File: src/rtl/dmem_arbiter.sv
// Two-port round-robin arbiter in front of a single data memory port.
// Each granted transaction runs IDLE -> ISSUE -> BUSY -> RESP, with a stall timeout in BUSY.
module dmem_arbiter #(
    parameter int TIMEOUT_CYCLES = 16,
    parameter int CNT_W          = 5
) (
    input  logic        clk,
    input  logic        reset,
    input  logic        a_req,
    input  logic        a_we,
    input  logic [11:0] a_addr,
    input  logic [31:0] a_wdata,
    input  logic [3:0]  a_sign_mask,
    output logic        a_done,
    output logic        a_err,
    output logic [31:0] a_rdata,
    input  logic        b_req,
    input  logic        b_we,
    input  logic [11:0] b_addr,
    input  logic [31:0] b_wdata,
    input  logic [3:0]  b_sign_mask,
    output logic        b_done,
    output logic        b_err,
    output logic [31:0] b_rdata,
    output logic [11:0] mem_addr,
    output logic [31:0] mem_write_data,
    output logic [3:0]  mem_sign_mask,
    output logic        mem_memread,
    output logic        mem_memwrite,
    input  logic [31:0] mem_read_data,
    input  logic        mem_clk_stall,
    output logic        timeout_flag
);

    typedef enum logic [1:0] {
        IDLE,
        ISSUE,
        BUSY,
        RESP
    } state_t;

    localparam logic [CNT_W-1:0] CNT_LAST = CNT_W'(TIMEOUT_CYCLES - 1);

    state_t            state_q;
    logic [CNT_W-1:0]  cnt_q;
    logic              lastB_q;
    logic              portB_q;
    logic              we_q;
    logic [11:0]       addr_q;
    logic [31:0]       wdata_q;
    logic [3:0]        mask_q;
    logic              memRead_q;
    logic              memWrite_q;
    logic              aDone_q;
    logic              bDone_q;
    logic              aErr_q;
    logic              bErr_q;
    logic [31:0]       aRdata_q;
    logic [31:0]       bRdata_q;
    logic              timeout_q;

    logic              grantB_d;
    logic              grantWe_d;
    logic [11:0]       grantAddr_d;
    logic [31:0]       grantWdata_d;
    logic [3:0]        grantMask_d;

    // On a tie, the port that did not win last time gets the grant.
    assign grantB_d     = b_req && (!a_req || !lastB_q);
    assign grantWe_d    = grantB_d ? b_we        : a_we;
    assign grantAddr_d  = grantB_d ? b_addr      : a_addr;
    assign grantWdata_d = grantB_d ? b_wdata     : a_wdata;
    assign grantMask_d  = grantB_d ? b_sign_mask : a_sign_mask;

    always_ff @(posedge clk) begin
        if (reset) begin
            state_q    <= IDLE;
            cnt_q      <= '0;
            lastB_q    <= 1'b1;
            portB_q    <= 1'b0;
            we_q       <= 1'b0;
            addr_q     <= '0;
            wdata_q    <= '0;
            mask_q     <= '0;
            memRead_q  <= 1'b0;
            memWrite_q <= 1'b0;
            aDone_q    <= 1'b0;
            bDone_q    <= 1'b0;
            aErr_q     <= 1'b0;
            bErr_q     <= 1'b0;
            aRdata_q   <= '0;
            bRdata_q   <= '0;
            timeout_q  <= 1'b0;
        end else begin
            aDone_q    <= 1'b0;
            bDone_q    <= 1'b0;
            aErr_q     <= 1'b0;
            bErr_q     <= 1'b0;
            memRead_q  <= 1'b0;
            memWrite_q <= 1'b0;
            case (state_q)
                IDLE: begin
                    if (!mem_clk_stall && (a_req || b_req)) begin
                        portB_q    <= grantB_d;
                        lastB_q    <= grantB_d;
                        we_q       <= grantWe_d;
                        addr_q     <= grantAddr_d;
                        wdata_q    <= grantWdata_d;
                        mask_q     <= grantMask_d;
                        memRead_q  <= !grantWe_d;
                        memWrite_q <= grantWe_d;
                        state_q    <= ISSUE;
                    end
                end
                ISSUE: begin
                    cnt_q   <= '0;
                    state_q <= BUSY;
                end
                BUSY: begin
                    // Completion and timeout both report through RESP; stall tells them apart.
                    if (!mem_clk_stall || cnt_q == CNT_LAST) begin
                        state_q <= RESP;
                        aDone_q <= !portB_q;
                        bDone_q <= portB_q;
                        aErr_q  <= !portB_q && mem_clk_stall;
                        bErr_q  <= portB_q && mem_clk_stall;
                        if (mem_clk_stall) begin
                            timeout_q <= 1'b1;
                        end else if (!we_q) begin
                            if (portB_q) begin
                                bRdata_q <= mem_read_data;
                            end else begin
                                aRdata_q <= mem_read_data;
                            end
                        end
                    end else begin
                        cnt_q <= cnt_q + CNT_W'(1);
                    end
                end
                RESP: begin
                    state_q <= IDLE;
                end
                default: begin
                    state_q <= IDLE;
                end
            endcase
        end
    end

    assign a_done         = aDone_q;
    assign a_err          = aErr_q;
    assign a_rdata        = aRdata_q;
    assign b_done         = bDone_q;
    assign b_err          = bErr_q;
    assign b_rdata        = bRdata_q;
    assign mem_addr       = addr_q;
    assign mem_write_data = wdata_q;
    assign mem_sign_mask  = mask_q;
    assign mem_memread    = memRead_q;
    assign mem_memwrite   = memWrite_q;
    assign timeout_flag   = timeout_q;

endmodule

File: config.mk
export PLATFORM = sky130hd
export DESIGN_NAME = dmem_arbiter
export DESIGN_NICKNAME = d
export VERILOG_FILES = /design/src/rtl/dmem_arbiter.sv
export SDC_FILE = /design/constraint.sdc
export NUM_CORES = 1
export LEC_CHECK = 0
export ABC_AREA = 1
export CAP_MARGIN = 20
export CORE_ASPECT_RATIO = 0.7
export CORE_UTILIZATION = 45
export DETAILED_ROUTE_END_ITERATION = 10
export PLACE_DENSITY_LB_ADDON = 0.08
export SLEW_MARGIN = 40
export SYNTH_ARGS = -nofsm -noshare
export SYNTH_HDL_FRONTEND = slang
export SYNTH_SLANG_ARGS = --single-unit
export TNS_END_PERCENT = 50
File: constraint.sdc
create_clock -name clk -period 4.1 [get_ports clk]
set_input_delay 0.41 -clock clk [delete_from_list [all_inputs] [get_ports clk]]
set_output_delay 0.41 -clock clk [all_outputs]
set_load 0.02 [all_outputs]
After elaboration in Yosys (flattened, before gate mapping). Index checks and enable logic that the tools add are counted.

Reduce and logical (&&, ||, !) cells: 22. Bitwise gates (word level): 7. Eq/ne operators: 7. Muxes and demuxes: 9. Add/sub/neg operators: 1.

Operators by type and width (count): 2-to-1 mux 32 bit (1); 2-to-1 mux 12 bit (1); one-hot mux 5 bit (2 select lines) (1); AND reduction 5 bit (2); one-hot mux 2 bit (4 select lines) (1); inverter 1 bit (7); != test 2 bit (second input constant) (3); AND reduction 2 bit (3); OR reduction 3 bit (2); adder 5 x 1 -> 5 bit (second input constant) (1); equality test 5 x 4 -> 1 bit (second input constant) (1); logical NOT 1 bit (5); 2-to-1 mux 5 bit (1); equality test 2 bit (second input constant) (2); logical AND 1 bit (4); 2-to-1 mux 2 bit (2); 2-to-1 mux 4 bit (1); logical OR 1 bit (3); AND reduction 3 bit (1); equality test 2 x 1 -> 1 bit (second input constant) (1); logical NOT 2 bit (1); nonzero test 2 bit (1); 2-to-1 mux 1 bit (1).

Bits in registers: 129. Input bits: 135. Word-level logic and storage cells: 63.

Longest topological paths before layout.
Depth after elaboration: 5. Gate-level depth with buffers: 10. Gate-level depth less buffers: 10.

Worst setup path after synthesis. No wires, ideal clock.

Path type: register to register. From: register cnt_q[0]. To: register cnt_q[4]. Setup slack: 2.598 ns. Library setup time: 0.115 ns. Path buffers: 0. Arrival time: 1.388 ns. Stages on the path, launching flop included: 10. Clock period less this slack: 1.502 ns. Required time: 3.985 ns. Path through: dfxtp_1 -> ha_1 -> nand2_1 -> nor2_1 -> ha_1 -> inv_1 -> nand3_1 -> nand2_1 -> nor2_1 -> o21a_1.

Word-level cells in the longest chain between the ends: 4. Elaborated cells on any way between the ends: 7. Those cells by class: add/sub (1); eq/ne (2); mux (2); reduce/logical (2).

Ends and longest elaborated chain: start: declaration (RTL line 45) `logic [CNT_W-1:0] cnt_q;`; start signal: assignment (RTL line 137) `cnt_q <= cnt_q + CNT_W'(1);`; parallel branches: the longest is 4 deep, another holds adder 5 x 1 -> 5 bit.

Parallel ways; which one is timed is not known. The select of a mux whose other input is x is not followed. A chain may end at the register's enable or synchronous reset.

==> results.md <==
- Vias after detailed routing: 5561
- Leading post-synthesis cells by cell area: sky130_fd_sc_hd__dfxtp_1 (46%), sky130_fd_sc_hd__nand2_1 (15%), sky130_fd_sc_hd__inv_1 (9.7%)
- Fin crit period: 2.22 ns
- Status: completed
- Via count of the first global-routing pass: 5149
- Buffers inserted during post-CTS setup optimization: 0
- Worst-margin pin slew: 0.706 ns
- Most frequent cell on the critical path: sky130_fd_sc_hd__nand2_1
- Number of storage elements in the synthesis netlist: 129
- Number of flops mapped to enable cells by yosys: 0
- Number of buffers inserted by hold repair at cts: 0
- Chip Width: 136 um
- Synthesized instance count: 825
- Leak pwr: 3.84 nW
- Pwr dens: 521 mW/mm2
- Num CTS Buffers: 17
- Worst slew margin relative to its limit: 52.9%
- Root Buffer Master: sky130_fd_sc_hd__clkbuf_16
- Cell with the largest stage delay on the worst path: sky130_fd_sc_hd__nand3_2
- Cell type group with the largest total delay on the critical path: buffers and inverters
- Post-route ant nets: 0
- Post-route setup TNS: 0 ns
- Cell Count Post-Placement: 1196
- Class of the tightest hold or removal check: reg -> reg
- Final non-filler cell area: 0.00876 mm2
- Instance area after placement: 0.00817 mm2
- Post-layout util: 73.2%
- Initial DRT Pass Iterations: 4
- Synthesis Warnings: 0
- Share of final-layout standard cells stronger than drive strength 1: 4.48%
- Layout net count: 1198
- Number of pins exceeding their max-slew limit in the final report: 0
- Largest net degree at the start of global routing: 73
- Antenna diode count: 0
- Violation count after the first detailed-route iteration: 286
- Area grow syn2layout: 55.3%
- Number of levels in the clock H-tree: 4
- Global-route wire length before repair: 24.1 mm
- Core Box Area: 0.0120 mm2
- Share of the yosys chip area belonging to registers: 45.8%
- Maximum capacitance violations: 0
- Syn_nets: 965
- Average cell area after synthesis: 6.84 um2
- Non-Filler Instances: 1228
- Required time of the worst setup path: 4.40 ns
- Worst endpoint data arrival time: 2.52 ns
- Fin. Hold Viols: 0
- Gr ovfl total: 0
- Critical path start-end classification: in -> reg
- Final WL: 15.1 mm
- TritonCTS clock tree: done
- Routed wire per std cell: 12.3 um
- Buffer levels on the longest clock path: 2
- Dominant synthesized flop cell: sky130_fd_sc_hd__dfxtp_1
- Number of antenna violations at the first check in global routing: 0
- Unrepaired setup endpoints after global routing: no
- Clock Pin Slew Worst Setup and Hold Paths: 0.06 ns
- Die ar.: 0.0130 mm2
- Post-detail-place hpwl: 10.3 mm
- Height of the die: 95.7 um
- Number of buffers and inverters on the critical path: 3
- CP cell instances: clkdlybuf4s50_1, clkinv_2, nand3_2, nand2_1, nand2_1, inv_1
- Global routing usage summed across all routing layers: 23.7%
- Starting density of the core: 47.1%
- Worst Setup End Kind: flop
- Highest attainable clock frequency: 450 MHz
- Fillers: 997
- Peak fanout along the critical path: 57
- Startpoint type of the worst setup path: input port
- Ratio of final minimum period to clock period: 54.2%
- Crit path largest cell delay: 0.71 ns
- Area fraction of the dominant cell type after synthesis: 45.8%
- Worst-case clock skew: 0.0111 ns
- Post-Syn Area: 0.00564 mm2
- Post-DR vias/cell: 4.53
- Netlist cell types: 26
- IO Pins: 254
- Post-synthesis async set-or-reset flop share: 0%
- Row count: 33
- DRC viols: 0
- Routability-driven placement congestion ratio: 0.768
- Clk Latency, worst-skew pair: 0.41 ns
- Cell accounting for the most synthesized area: sky130_fd_sc_hd__dfxtp_1
- Number of clock sinks: 129
- Number of I/O port buffers: 253
- Final count of negative-setup-slack endpoints: 0
- Worst supply voltage drop on vdd: 367 uV
- Cells resized by post-CTS repair: 0
worst register-to-register path: stages, from the launching register on:
cell                      delay, ns
sky130_fd_sc_hd__dfxtp_1       0.31
sky130_fd_sc_hd__nand2_1       0.07
sky130_fd_sc_hd__nand2_2       0.33
sky130_fd_sc_hd__inv_4         0.67
sky130_fd_sc_hd__nand2_1       0.14
sky130_fd_sc_hd__nand3_1       0.14
sky130_fd_sc_hd__nand2_1       0.06
sky130_fd_sc_hd__inv_1         0.05
power breakdown:
| part | switching [W] | internal [W] | leakage [nW] |
|---|---|---|---|
| clock network | 0.000575 | 0.000923 | 0.290 |
| logic | 0.000827 | 0.000672 | 2.49 |
| registers | 0.000109 | 0.00146 | 1.05 |
sequential cells by signal, indices dropped and copies added (netlist names), 2 cells and up:
| signal | flops |
|---|---|
| a_rdata | 32 |
| b_rdata | 32 |
| mem_write_data | 32 |
| mem_addr | 12 |
| cnt_q | 5 |
| mem_sign_mask | 4 |
| state_q | 2 |
synth_stat cells (2+ instances only):
master and n:
sky130_fd_sc_hd__o21ai_0 68, sky130_fd_sc_hd__buf_6 11, sky130_fd_sc_hd__nor3_1 3, sky130_fd_sc_hd__ha_1 5, sky130_fd_sc_hd__nor2_1 79, sky130_fd_sc_hd__clkbuf_1 9, sky130_fd_sc_hd__o21a_1 2, sky130_fd_sc_hd__nand2_1 230
sky130_fd_sc_hd__buf_4 6, sky130_fd_sc_hd__clkbuf_2 5, sky130_fd_sc_hd__nor2_2 2, sky130_fd_sc_hd__inv_2 2, sky130_fd_sc_hd__buf_1 2, sky130_fd_sc_hd__inv_1 146, sky130_fd_sc_hd__buf_2 11, sky130_fd_sc_hd__nand2_2 2
sky130_fd_sc_hd__a21oi_1 72, sky130_fd_sc_hd__dfxtp_1 129, sky130_fd_sc_hd__and3_1 2, sky130_fd_sc_hd__nand3_1 31, sky130_fd_sc_hd__nand3_2 3
final cells by class:
class | instances | area [um2] | area share [%]
clock buffer | 19 | 443 | 5.05
timing repair buffer | 258 | 2620 | 29.9
clock inverter | 13 | 148 | 1.68
multi-input combinational | 503 | 2210 | 25.2
inverter | 149 | 563 | 6.42
tap | 157 | 196 | 2.24
sequential | 129 | 2580 | 29.5
through the flow:
step                hold slack, ns  total power, W  setup slack, ns
global route                 0.464         0.00483             1.62
CTS                          0.444         0.00462             1.85
detailed placement           0.435         0.00309             1.43
floorplan                    0.442         0.00245             2.60
finish                       0.441         0.00457             1.88
global placement             0.431         0.00303             1.48
layer usage:
layer | share of wire, % | global-route usage [%] | routed length (um)
met3 | 7.8 | 8.43 | 1190
met2 | 47 | 40.1 | 7130
met1 | 43 | 27.5 | 6560
met5 | 0 | 0 | 0
met4 | 1.8 | 9.46 | 274
logic make-up after synthesis:
| kind of cell | count (synthesis) | share of synthesized area (%) |
|---|---|---|
| flops | 129 | 45.8 |
| fa+ha+maj | 5 | 1.11 |
| buf+inv | 193 | 15.1 |
| compound gates | 145 | 13.1 |
| simple gates | 353 | 25.0 |
worst paths after layout:
kind               start     endpoint  slack, ns  depth (start not counted)
min reg2reg  a_rdata[14]  a_rdata[14]       0.44                          2
max                reset  mem_addr[8]       1.88                          6
max reg2reg      lastB_q  mem_addr[0]       2.28                          7
min          a_rdata[14]  a_rdata[14]       0.44                          2
cell usage in the layout, fill, tap and decap left out, types with 3 or more instances in the layout:
cell type	netlist	final
sky130_fd_sc_hd__ha_1	5	5
sky130_fd_sc_hd__nand3_2	3	3
sky130_fd_sc_hd__a21oi_1	72	72
sky130_fd_sc_hd__inv_6	0	6
sky130_fd_sc_hd__nand3_1	31	31
sky130_fd_sc_hd__clkdlybuf4s50_1	0	253
sky130_fd_sc_hd__inv_1	146	146
sky130_fd_sc_hd__nand2_1	230	230
sky130_fd_sc_hd__clkinv_2	0	3
sky130_fd_sc_hd__o21ai_0	68	68
sky130_fd_sc_hd__clkbuf_16	0	17
sky130_fd_sc_hd__nor2_1	79	79
sky130_fd_sc_hd__nor3_1	3	3
sky130_fd_sc_hd__dfxtp_1	129	129
Power figures use the tool's default switching activity.
